--- config.mk ---
export PLATFORM = sky130hd
export DESIGN_NAME = av_ioctl_uploader
export DESIGN_NICKNAME = d
export VERILOG_FILES = /design/src/rtl/av_ioctl_uploader_pkg.sv /design/src/rtl/av_ioctl_uploader_pal_byte_sel.sv /design/src/rtl/av_ioctl_uploader.sv
export SDC_FILE = /design/constraint.sdc
export NUM_CORES = 1
export LEC_CHECK = 0
export ABC_AREA = 1
export CAP_MARGIN = 15
export CORE_MARGIN = 3
export CORE_UTILIZATION = 33
export CTS_CLUSTER_DIAMETER = 200
export DETAILED_ROUTE_END_ITERATION = 16
export PLACE_DENSITY = 0.81
export SLEW_MARGIN = 40
export SYNTH_ARGS = -nofsm -noshare
export SYNTH_HDL_FRONTEND = slang
export SYNTH_SLANG_ARGS = --single-unit
--- constraint.sdc ---
create_clock -name clk_sys -period 2.4 [get_ports clk_sys]
set_input_delay 0.6 -clock clk_sys [delete_from_list [all_inputs] [get_ports clk_sys]]
set_output_delay 0.6 -clock clk_sys [all_outputs]
set_load 0.005 [all_outputs]
--- src/rtl/av_ioctl_uploader_pkg.sv ---
// Shared constants and types for the Adventure Vision ioctl upload (readback) path.
package av_ioctl_pkg;

  localparam logic [5:0] IDX_CART0 = 6'd0;
  localparam logic [5:0] IDX_CART1 = 6'd1;
  localparam logic [5:0] IDX_PAL   = 6'd3;

  typedef enum logic [1:0] {IDLE, CART_ISSUE, CART_LAT, DONE} upload_state_t;

  typedef enum logic [1:0] {CART, PAL, NONE} target_t;

  function automatic target_t decode_target(input logic [5:0] index);
    case (index)
      IDX_CART0, IDX_CART1: return CART;
      IDX_PAL:              return PAL;
      default:              return NONE;
    endcase
  endfunction

endpackage

--- src/rtl/av_ioctl_uploader_pal_byte_sel.sv ---
// Combinational 16:1 byte mux over the palette vector; byte 0 lives in the top bits.
module av_pal_byte_sel #(
  parameter int PAL_BYTES = 16
) (
  input  logic [8*PAL_BYTES-1:0] palette,
  input  logic [3:0]             sel,
  output logic [7:0]             pal_byte
);

  always_comb begin
    pal_byte = 8'h00;
    for (int i = 0; i < PAL_BYTES; i++) begin
      if (sel == 4'(i)) pal_byte = palette[8*(PAL_BYTES-1-i) +: 8];
    end
  end

endmodule

--- src/rtl/av_ioctl_uploader.sv ---
// Serves HPS upload reads: cart RAM (index 0/1), palette register (index 3), 0xFF otherwise.
// Optional running checksum of delivered bytes when AV_UPLOAD_CKSUM_EN is defined.
module av_ioctl_uploader
  import av_ioctl_pkg::*;
#(
  parameter int ADDR_W    = 12,
  parameter int RD_LAT    = 1,
  parameter int PAL_BYTES = 16
) (
  input  logic                   clk_sys,
  input  logic                   reset,
  input  logic                   ioctl_upload,
  input  logic [7:0]             ioctl_index,
  input  logic                   ioctl_rd,
  input  logic [24:0]            ioctl_addr,
  output logic [7:0]             ioctl_din,
  output logic                   ioctl_wait,
  output logic [ADDR_W-1:0]      mem_addr,
  output logic                   mem_rd,
  input  logic [7:0]             mem_dout,
  input  logic [8*PAL_BYTES-1:0] palette,
  output logic                   busy
`ifdef AV_UPLOAD_CKSUM_EN
  ,
  output logic [7:0]             cksum,
  output logic [ADDR_W:0]        cksum_cnt
`endif
);

  localparam logic [1:0] LAT_LOAD = 2'(RD_LAT - 1);

  upload_state_t state;
  target_t       tgt;
  logic [1:0]    lat_cnt;
  logic [7:0]    pal_byte;
  logic          din_load;
  logic [7:0]    din_next;
  logic          unused_bits;

  assign tgt         = decode_target(ioctl_index[5:0]);
  assign busy        = (state != IDLE);
  assign unused_bits = &{1'b0, ioctl_index[7:6], ioctl_addr[24:ADDR_W]};

  av_pal_byte_sel #(.PAL_BYTES(PAL_BYTES)) u_pal_sel (
    .palette  (palette),
    .sel      (ioctl_addr[3:0]),
    .pal_byte (pal_byte)
  );

  // Single point where a byte is handed to hps_io; the checksum taps the same strobe.
  always_comb begin
    din_load = 1'b0;
    din_next = ioctl_din;
    case (state)
      IDLE: begin
        if (ioctl_rd && ioctl_upload) begin
          if (tgt == PAL) begin
            din_load = 1'b1;
            din_next = pal_byte;
          end else if (tgt == NONE) begin
            din_load = 1'b1;
            din_next = 8'hFF;
          end
        end
      end
      CART_LAT: begin
        if (lat_cnt == 2'd0) begin
          din_load = 1'b1;
          din_next = mem_dout;
        end
      end
      default: ;
    endcase
  end

  // CART_ISSUE covers the cycle mem_rd is on the bus, so the countdown spans RD_LAT cycles of RAM latency.
  always_ff @(posedge clk_sys) begin
    if (reset) begin
      state      <= IDLE;
      lat_cnt    <= 2'd0;
      ioctl_din  <= 8'h00;
      ioctl_wait <= 1'b0;
      mem_rd     <= 1'b0;
      mem_addr   <= '0;
    end else begin
      mem_rd <= 1'b0;
      if (din_load) ioctl_din <= din_next;
      case (state)
        IDLE: begin
          if (ioctl_rd && ioctl_upload && tgt == CART) begin
            mem_addr   <= ioctl_addr[ADDR_W-1:0];
            mem_rd     <= 1'b1;
            ioctl_wait <= 1'b1;
            lat_cnt    <= LAT_LOAD;
            state      <= CART_ISSUE;
          end
        end
        CART_ISSUE: state <= CART_LAT;
        CART_LAT: begin
          if (lat_cnt == 2'd0) begin
            ioctl_wait <= 1'b0;
            state      <= DONE;
          end else begin
            lat_cnt <= lat_cnt - 2'd1;
          end
        end
        DONE:    state <= IDLE;
        default: state <= IDLE;
      endcase
    end
  end

`ifdef AV_UPLOAD_CKSUM_EN
  logic upload_q;

  // A fresh upload session restarts the sum; the count sticks at all-ones.
  always_ff @(posedge clk_sys) begin
    if (reset) begin
      upload_q  <= 1'b0;
      cksum     <= 8'h00;
      cksum_cnt <= '0;
    end else begin
      upload_q <= ioctl_upload;
      if (ioctl_upload && !upload_q) begin
        cksum     <= 8'h00;
        cksum_cnt <= '0;
      end else if (din_load && ioctl_upload) begin
        cksum <= cksum + din_next;
        if (cksum_cnt != '1) cksum_cnt <= cksum_cnt + 1'b1;
      end
    end
  end
`endif

endmodule

==> flow_summary.json, run 1 <==
{
  "cpMaxStageDelayCell": "clkdlybuf4s50_1",
  "syn_avg_cell_area_um2": 5.42,
  "post-route-period-util_pct": 91.9,
  "grt_overflow": 0,
  "core-area_um2": 6570,
  "pin_count": 196,
  "yosys.area.top_type_share_pct": 23.0,
  "die_w_um": 89.5,
  "fp-row-count": 29,
  "async_reset_ff_share_pct": 0,
  "yosysUniqueCellTypes": 26,
  "synth.yosys.seq_area_share_pct": 22.6,
  "layout.filler_cells": 592,
  "r2r-start": "state[0]",
  "final-max-slew-violation-count": 0,
  "crit_fanout": 4,
  "root_buffer": "clkbuf_8",
  "start_util_pct": 35.1,
  "ys_warn_count": 0,
  "drt-total-wl_mm": 9.48,
  "clk_pin_slew_ps": 90,
  "grt_antenna_before_repair": 0,
  "place_inst": 717,
  "globalplace.congestion": 0.887,
  "diodes": 0,
  "drc_errors": 0,
  "clkLatencyLatePin_ps": 270,
  "multi_input_area_um2": 1560,
  "final.setup_skew_ps": 4.25,
  "power.density_nw_per_um2": 401,
  "end_kind": "output pin",
  "fmaxAchievable_mhz": 453,
  "hpwl_mm": 8.06,
  "max-vdd-ir-drop_mv": 0.357,
  "register_area_um2": 520,
  "syn-instance-count": 425,
  "grt_pass1_wl_mm": 15.1,
  "whs_path_depth": 2,
  "min_to": "mem_addr[7]",
  "reg2reg_depth": 9,
  "grt_pass1_vias": 3319,
  "critical_path.cell_chain": "inv_1, ha_1, inv_1, clkdlybuf4s50_1",
  "min_path_type": "register to register",
  "dieArea_um2": 8020,
  "utilization_pct": 69.0,
  "power_mw": 1.82,
  "postCtsSetupBuffers": 0,
  "cts_tree": "done",
  "hold_viol": 0,
  "ant_nets": 0,
  "period_minus_slack_ps": 2210,
  "holdCritStartpoint": "mem_addr[7]",
  "cp_num_buf_inv": 3,
  "synthTopCellsByCount": "141 x nand2_1, 74 x nor2_1, 48 x inv_1",
  "clk_path_buf_depth": 2,
  "dr_total_vias": 3422,
  "ys_ff_latch": 26,
  "netlist_area_um2": 2300,
  "start_kind": "register",
  "htreeDepth": 1,
  "cpMostUsedCell": "inv_1",
  "status": "complete, no violations",
  "setup_viol_count_final": 0,
  "critPathTopFamily": "buffers and inverters",
  "synth_flop_cell": "dfxtp_1",
  "synthesis.nets": 601,
  "synth.most_common_cell": "nand2_1",
  "fin_tns_setup_ps": 0,
  "grt_max_degree": 27,
  "drive_gt1_share_pct": 10.0,
  "finalNonFillerCells": 721,
  "drt_iter0_drc": 144,
  "critical_path_class": "register to output pin",
  "drt-pass1-iter-count": 5,
  "synth_top_cells_by_area": "nand2_1 23%, dfxtp_1 23%, nor2_1 12%",
  "reg2reg_setup_slack_ps": 640,
  "port-buffer-count": 180,
  "slew_headroom_pct": 68.7,
  "areaGrowthSynthToFinish_pct": 96.7,
  "maxCapViolCount": 0,
  "worst_pin_slew_ps": 468,
  "synth_top_area_cell": "nand2_1",
  "cts_buffers": 3,
  "critical_path_arrival_ps": 1610,
  "fp.dieH_um": 89.5,
  "synth-edff-count": 0,
  "critical-path-max-stage-delay_ps": 540,
  "num-nets-final": 805,
  "p_leak_nw": 1.97,
  "grtUsageTotal_pct": 23.9,
  "cp.required_ps": 1800,
  "cts_num_sinks": 26,
  "wl_per_cell_um": 13.2,
  "rsz0062_at_grt": "no",
  "worst_r2r_endpoint": "ioctl_din[2]",
  "avgViaCountPerCell": 4.75
}
## state kept, by name (all words and copies together) (netlist names)
| signal | count |
|---|---|
| ioctl_din | 8 |
| state | 2 |
| mem_rd | 1 |
| mem_addr | 12 |
| lat_cnt | 2 |
| ioctl_wait | 1 |
## worst max-delay path by stage
| stage | start | end | cells after the start |
|---|---|---|---|
| after global placement | ioctl_addr[1] | ioctl_din[6] | 12 |
| after global routing | state[1] | busy | 4 |
| final | state[0] | busy | 4 |
| after CTS | ioctl_addr[3] | ioctl_din[2] | 14 |
| after detailed placement | ioctl_addr[1] | ioctl_din[6] | 12 |
| after floorplan | ioctl_index[3] | mem_addr[11] | 7 |
## stage by stage
stage               hold slack (ps)  area [um2]  setup WS (ps)
floorplan                       439        2300            512
global placement                447        4410           -322
detailed placement              452        4410           -357
CTS                             465        4500          -13.1
global route                    479        4530           66.3
finish                          462        4530            193
## final cells by class
cell class	count	share of cell area, %
tap	93	2.57
clock inverter	1	0.663
multi-input combinational	335	34.5
sequential	26	11.5
inverter	54	4.47
timing repair buffer	209	45.4
clock buffer	3	0.911
## layer usage
metal	global-route usage [%]	wire, um	up-vias
li1	-	-	1754
met1	28.5	3790	1507
met2	42.6	4730	138
met3	4.42	688	23
met4	7.85	274	0
met5	0	0	-
## worst register-to-register path, cell delays in order, from the launching register on
cell,delay [ps]
dfxtp_1,320
inv_1,70
ha_1,200
inv_1,80
buf_4,180
a21oi_1,250
nand2_2,250
nor2_1,150
nand2_1,60
a21oi_1,140
## placed cells by master, fill, tap and decap left out, drive strengths merged
cell           Yosys  routed
clkdlybuf4s50      0     176
nand2            144     144
nor2              81      81
inv               54      54
nand3             38      38
a21oi             30      30
buf                7      29
dfxtp             26      26
nand4             20      20
a211oi             7       7
dlymetal6s2s       0       4
nor3               4       4
or2                3       3
ha                 3       3
clkbuf             3       3
and3               2       2
o21ai              2       2
or4                1       1
bufinv             0       1
## cells by family (layout without fill, tap and decap cells)
logic type	Yosys count	after routing	synth area share, %
and+or+nand+nor	293	293	55.0
DFF	26	26	22.6
AOI/OAI and AO/OA	39	39	9.40
buffers and inverters	64	267	11.4
adders and majority gates	3	3	1.63
## where the power goes
part / leakage [nW] / total [mW] / switching [mW] / internal (mW)
clock network: 0.0357 / 0.365 / 0.142 / 0.223
logic: 1.72 / 0.917 / 0.411 / 0.506
registers: 0.212 / 0.534 / 0.0327 / 0.502
## timing repair
action | CTS | global route
pin swaps | 0 | 2
hold buffers | 0 | 0
gates resized for setup | 6 | 10
cloned | 0 | 0
endpoints found under the setup margin | 2 | 8
Power figures use the tool's default switching activity.
==> run 2: changes to the inputs <==
--- a/config.mk
+++ b/config.mk
@@ -8,4 +8,5 @@
 export ABC_AREA = 1
 export CAP_MARGIN = 15
+export CORE_ASPECT_RATIO = 0.6
 export CORE_MARGIN = 3
 export CORE_UTILIZATION = 33
@@ -13,4 +14,5 @@
 export DETAILED_ROUTE_END_ITERATION = 16
 export PLACE_DENSITY = 0.81
+export SKIP_CTS_REPAIR_TIMING = 1
 export SLEW_MARGIN = 40
 export SYNTH_ARGS = -nofsm -noshare
==> constraint.sdc (replaced) <==
create_clock -name clk_sys -period 2.4 [get_ports clk_sys]
set_input_delay 0.48 -clock clk_sys [delete_from_list [all_inputs] [get_ports clk_sys]]
set_output_delay 0.48 -clock clk_sys [all_outputs]
set_load 0.005 [all_outputs]
==> run 2 against run 1 <==
  * Cell area shrank 0.14%
  * Final cell count shrank 1.4%
  * Largest power group unchanged
  * Worst setup slack gained 4.8 ps
  * Clock skew shrank 1.1 ps
  * Largest cell class unchanged
  * Critical endpoint is now ioctl_din[6]
  * Wire length shrank 0.11%
==> flow_summary.json, run 2 (same netlist as run 1, synthesis figures left out) <==
{
  "whs_path_depth": 2,
  "power.density_nw_per_um2": 426,
  "cp.required_ps": 2540,
  "maxCapViolCount": 0,
  "switching_power_mw": 0.588,
  "grt_pass1_vias": 3325,
  "combPwrFrac_pct": 47.3,
  "port-buffer-count": 180,
  "max-vdd-ir-drop_mv": 0.327,
  "setup_viol_count_final": 0,
  "dp_slack_ps": -214,
  "reg2reg_depth": 12,
  "setup_ws_ps": 198,
  "drc_errors": 0,
  "rsz0062_at_grt": "no",
  "multi_input_area_um2": 1550,
  "die_w_um": 114,
  "largest_registers": "mem_addr: 12 flops, ioctl_din: 8 flops",
  "fmaxAchievable_mhz": 454,
  "wl_per_cell_um": 13.3,
  "worst_pin_slew_ps": 420,
  "status": "complete, no violations",
  "drt-pass1-iter-count": 5,
  "areaGrowthSynthToFinish_pct": 96.4,
  "grt_max_degree": 27,
  "worst_r2r_endpoint": "ioctl_din[5]",
  "largest_reg_flops": 12,
  "p_seq_share_pct": 27.8,
  "final.setup_skew_ps": 3.15,
  "clk_path_buf_depth": 2,
  "grt_overflow": 0,
  "dieArea_um2": 8050,
  "hold_viol": 0,
  "start_kind": "input port",
  "cts_num_sinks": 26,
  "post-route-cell-area_um2": 4520,
  "grtUsageTotal_pct": 22.9,
  "avgViaCountPerCell": 4.80,
  "htreeDepth": 1,
  "layout.filler_cells": 573,
  "end_kind": "register",
  "core-area_um2": 6440,
  "grt_pass1_wl_mm": 15.1,
  "fp.dieH_um": 70.7,
  "crit_fanout": 12,
  "drive_gt1_share_pct": 9.73,
  "clk_pin_slew_ps": 60,
  "dpl-instance-area_um2": 4390,
  "cts_tree": "done",
  "reg2reg_setup_slack_ps": 640,
  "drt-total-wl_mm": 9.47,
  "drt_iter0_drc": 249,
  "place_inst": 707,
  "post-route-period-util_pct": 91.7,
  "hpwl_mm": 8.09,
  "grt_antenna_before_repair": 0,
  "start_util_pct": 35.8,
  "root_buffer": "clkbuf_16",
  "period_minus_slack_ps": 2200,
  "min_path_type": "register to register",
  "final-max-slew-violation-count": 0,
  "min_to": "mem_addr[7]",
  "critical_path_arrival_ps": 2340,
  "sw_frac_of_total_pct": 30.5,
  "clkLatencyLatePin_ps": 260,
  "p_int_mw": 1.34,
  "fp-row-count": 22,
  "r2r-start": "state[0]",
  "critical_path_class": "input port to register",
  "dr_total_vias": 3416,
  "holdCritStartpoint": "mem_addr[7]",
  "p_leak_nw": 1.96,
  "finalNonFillerCells": 711,
  "mostFrequentLayoutCells": "178 x clkdlybuf4s50_1, 140 x nand2_1, 70 x nor2_1, 48 x inv_1, 36 x nand3_1",
  "diodes": 0,
  "cts_buffers": 3,
  "pin_count": 196,
  "register_area_um2": 520,
  "num-nets-final": 804,
  "globalplace.congestion": 0.891,
  "ant_nets": 0,
  "slew_headroom_pct": 72.0,
  "mostFrequentLayoutCell": "clkdlybuf4s50_1",
  "p_clk_share_pct": 24.9,
  "regMostFlops": "mem_addr"
}
[run 2: power by group through the flow]
stage                     sequential (mW)  combinational [mW]  clock, mW
after floorplan                     0.546               0.404          0
after global placement              0.542               0.888          0
after detailed placement            0.545               0.903          0
after CTS                           0.537               0.911      0.492
after global routing                0.547                1.02      0.508
final                               0.536               0.911      0.479
[run 2: cell type report]
type                       count  area share [%]
timing repair buffer         208            45.1
clock inverter                 1           0.664
sequential                    26            11.5
multi-input combinational    335            34.2
tap                           84            2.32
clock buffer                   3            1.66
inverter                      54            4.48
[run 2: worst max-delay path: stages]
cell and delay, ps:
clkdlybuf4s50_1 540, nor2_2 90, buf_12 140, nand3_1 80
nand3_1 110, nor2_2 170, nand4_1 120, nand2_1 90
nand4_1 100, nor3_1 170, nand4_1 110, nand2_1 80
a21oi_1 50
[run 2: per-layer routing]
metal	track usage (%)	vias to the layer above	routed length, um
met5	0	-	0
met4	6.59	0	205
met3	6.41	18	965
met2	37.8	158	4310
met1	29.5	1476	4000
li1	-	1764	-
[run 2: worst max-delay path by stage]
| stage | startpoint | end | slack [ps] | cells after the start |
|---|---|---|---|---|
| final | ioctl_addr[3] | ioctl_din[6] | 200 | 13 |
| after floorplan | ioctl_index[3] | mem_addr[11] | 630 | 7 |
| after detailed placement | ioctl_addr[3] | ioctl_din[3] | -210 | 15 |
| after global routing | ioctl_addr[3] | ioctl_din[6] | 7 | 13 |
| after global placement | ioctl_addr[0] | ioctl_din[6] | -150 | 12 |
| after CTS | ioctl_addr[3] | ioctl_din[3] | 60 | 15 |
[run 2: stage by stage]
stage               hold slack [ps]  utilization [%]  power [mW]  TNS (ps)
detailed placement              453             68.1        1.45     -1260
floorplan                       439                -       0.950         0
CTS                             464             69.7        1.94         0
global route                    489             70.2        2.07         0
global placement                449             68.1        1.43      -891
finish                          459             70.2        1.93         0
==> run 3: changes to the inputs <==
- SETUP_SLACK_MARGIN: not set -> 0.05
- SLEW_MARGIN: 40 -> not set
==> run 3 against run 2 <==
  * Global-route usage stayed put
  * Total power hardly changed
  * Sequential share of layout area hardly changed
  * Critical path depth stayed put
  * Non-clock buffer count stayed put
==> flow_summary.json, run 3 (same netlist as run 1, synthesis figures left out) <==
{
  "cp_num_buf_inv": 5,
  "grt_pass1_vias": 3325,
  "dieArea_um2": 8050,
  "pin_count": 196,
  "clk_pin_slew_ps": 60,
  "dr_total_vias": 3412,
  "globalplace.congestion": 0.891,
  "mostFrequentLayoutCell": "clkdlybuf4s50_1",
  "drt-total-wl_mm": 9.49,
  "combPwrFrac_pct": 47.3,
  "wl_per_cell_um": 13.3,
  "met1_usage_pct": 29.5,
  "clkLatencyLatePin_ps": 260,
  "critPathTopFamily": "buffers and inverters",
  "htreeDepth": 1,
  "ant_nets": 0,
  "largest_reg_flops": 12,
  "num-nets-final": 804,
  "slew_headroom_pct": 71.5,
  "diodes": 0,
  "hold_viol": 0,
  "largest_registers": "mem_addr: 12 flops, ioctl_din: 8 flops",
  "rsz0062_at_grt": "no",
  "cp.required_ps": 2590,
  "grt-busiest-layer": "met2",
  "fp-row-count": 22,
  "grt_pass1_wl_mm": 15.1,
  "fmaxAchievable_mhz": 462,
  "worst_pin_slew_ps": 427,
  "start_util_pct": 35.8,
  "critical_path.cell_chain": "clkdlybuf4s50_1, buf_4, buf_4, nor2_1, inv_2, nor2_2, buf_4, nand2_1, nand4_1, nor3_1, nand4_1, nand2_1, a21oi_1",
  "cpMaxStageDelayCell": "clkdlybuf4s50_1",
  "grt_antenna_before_repair": 0,
  "areaGrowthSynthToFinish_pct": 96.7,
  "critical_path_class": "input port to register",
  "critical_path_arrival_ps": 2360,
  "cpMostUsedCell": "buf_4",
  "power.density_nw_per_um2": 425,
  "switching_power_mw": 0.588,
  "sw_frac_of_total_pct": 30.5,
  "port-buffer-count": 180,
  "fp.dieH_um": 70.7,
  "crit_fanout": 5,
  "maxCapViolCount": 0,
  "max-vdd-ir-drop_mv": 0.327,
  "dp_slack_ps": -214,
  "critical-path-max-stage-delay_ps": 430,
  "root_buffer": "clkbuf_16",
  "drive_gt1_share_pct": 9.89,
  "reg2reg_depth": 12,
  "p_int_mw": 1.34,
  "mostFrequentLayoutCells": "177 x clkdlybuf4s50_1, 140 x nand2_1, 70 x nor2_1, 48 x inv_1, 36 x nand3_1",
  "grt_overflow": 0,
  "dpl-instance-area_um2": 4390,
  "use_met2_pct": 37.8,
  "end_kind": "register",
  "drt-pass1-iter-count": 5,
  "die_w_um": 114,
  "period_minus_slack_ps": 2160,
  "regMostFlops": "mem_addr",
  "holdWs_ps": 459,
  "whs_path_depth": 2,
  "cts_tree": "done",
  "p_clk_share_pct": 24.8,
  "drc_errors": 0,
  "cts_buffers": 3,
  "status": "complete, no violations",
  "p_seq_share_pct": 27.9,
  "path_depth": 13,
  "setup_ws_ps": 236,
  "post-route-period-util_pct": 90.2,
  "start_kind": "input port",
  "min_path_type": "register to register",
  "p_leak_nw": 1.97,
  "final.setup_skew_ps": 2.70,
  "core-area_um2": 6440,
  "grt_max_degree": 27,
  "avgViaCountPerCell": 4.80,
  "grtUsageTotal_pct": 22.9,
  "met3_usage_pct": 6.41,
  "final-max-slew-violation-count": 0,
  "setup_viol_count_final": 0,
  "clk_path_buf_depth": 2,
  "hpwl_mm": 8.09,
  "post-route-cell-area_um2": 4530,
  "drt_iter0_drc": 267,
  "layout.filler_cells": 570,
  "cts_num_sinks": 26
}
## run 3: cell types whose count changed in the layout (fill, tap and decap cells not counted)
cell,change
dlymetal6s2s_1,+1
clkdlybuf4s50_1,-1
nor3_1,-1
nor3_2,+1
## run 3: cell type report
class	instances	area, um2	area share, %
Timing Repair Buffer	208	2040	45.1
Clock inverter	1	30.0	0.663
Multi-Input combinational cell	335	1550	34.3
Clock buffer	3	75.1	1.66
Sequential cell	26	520	11.5
Inverter	54	203	4.47
Tap cell	84	105	2.32
## run 3: worst reg2reg max path: stages (launching register included)
cell	delay (ps)
dfxtp_1	330
inv_1	60
ha_1	220
inv_1	100
buf_4	190
nand3_1	90
nor2_1	130
buf_4	180
nand2_1	60
inv_1	50
nand4_1	100
nand2_1	90
a21oi_1	60
## run 3: power by group through the flow
stage          clock, mW  sequential, mW  combinational (mW)
2_1_floorplan          0           0.546               0.404
3_3_place_gp           0           0.542               0.888
3_5_place_dp           0           0.545               0.903
4_1_cts            0.492           0.537               0.911
5_1_grt            0.508           0.547                1.02
6_report           0.478           0.537               0.912
## run 3: final timing paths
check | start | slack [ps] | end
max | ioctl_addr[2] | 240 | ioctl_din[5]
min | mem_addr[7] | 460 | mem_addr[7]
max reg2reg | state[0] | 620 | ioctl_din[5]
min reg2reg | mem_addr[7] | 460 | mem_addr[7]
## run 3: stage by stage
| step | util [%] | cells | total power [mW] | setup TNS, ps |
|---|---|---|---|---|
| floorplan | - | 425 | 0.950 | 0 |
| global placement | 68.1 | 707 | 1.43 | -891 |
| detailed placement | 68.1 | 707 | 1.45 | -1260 |
| CTS | 69.7 | 711 | 1.94 | 0 |
| global route | 70.4 | 711 | 2.07 | 0 |
| finish | 70.4 | 711 | 1.93 | 0 |
## run 3: per-layer routing
metal	routed length, um	vias to the layer above
met5	0	-
met4	212	0
met3	956	20
met2	4300	158
met1	4020	1470
li1	-	1764
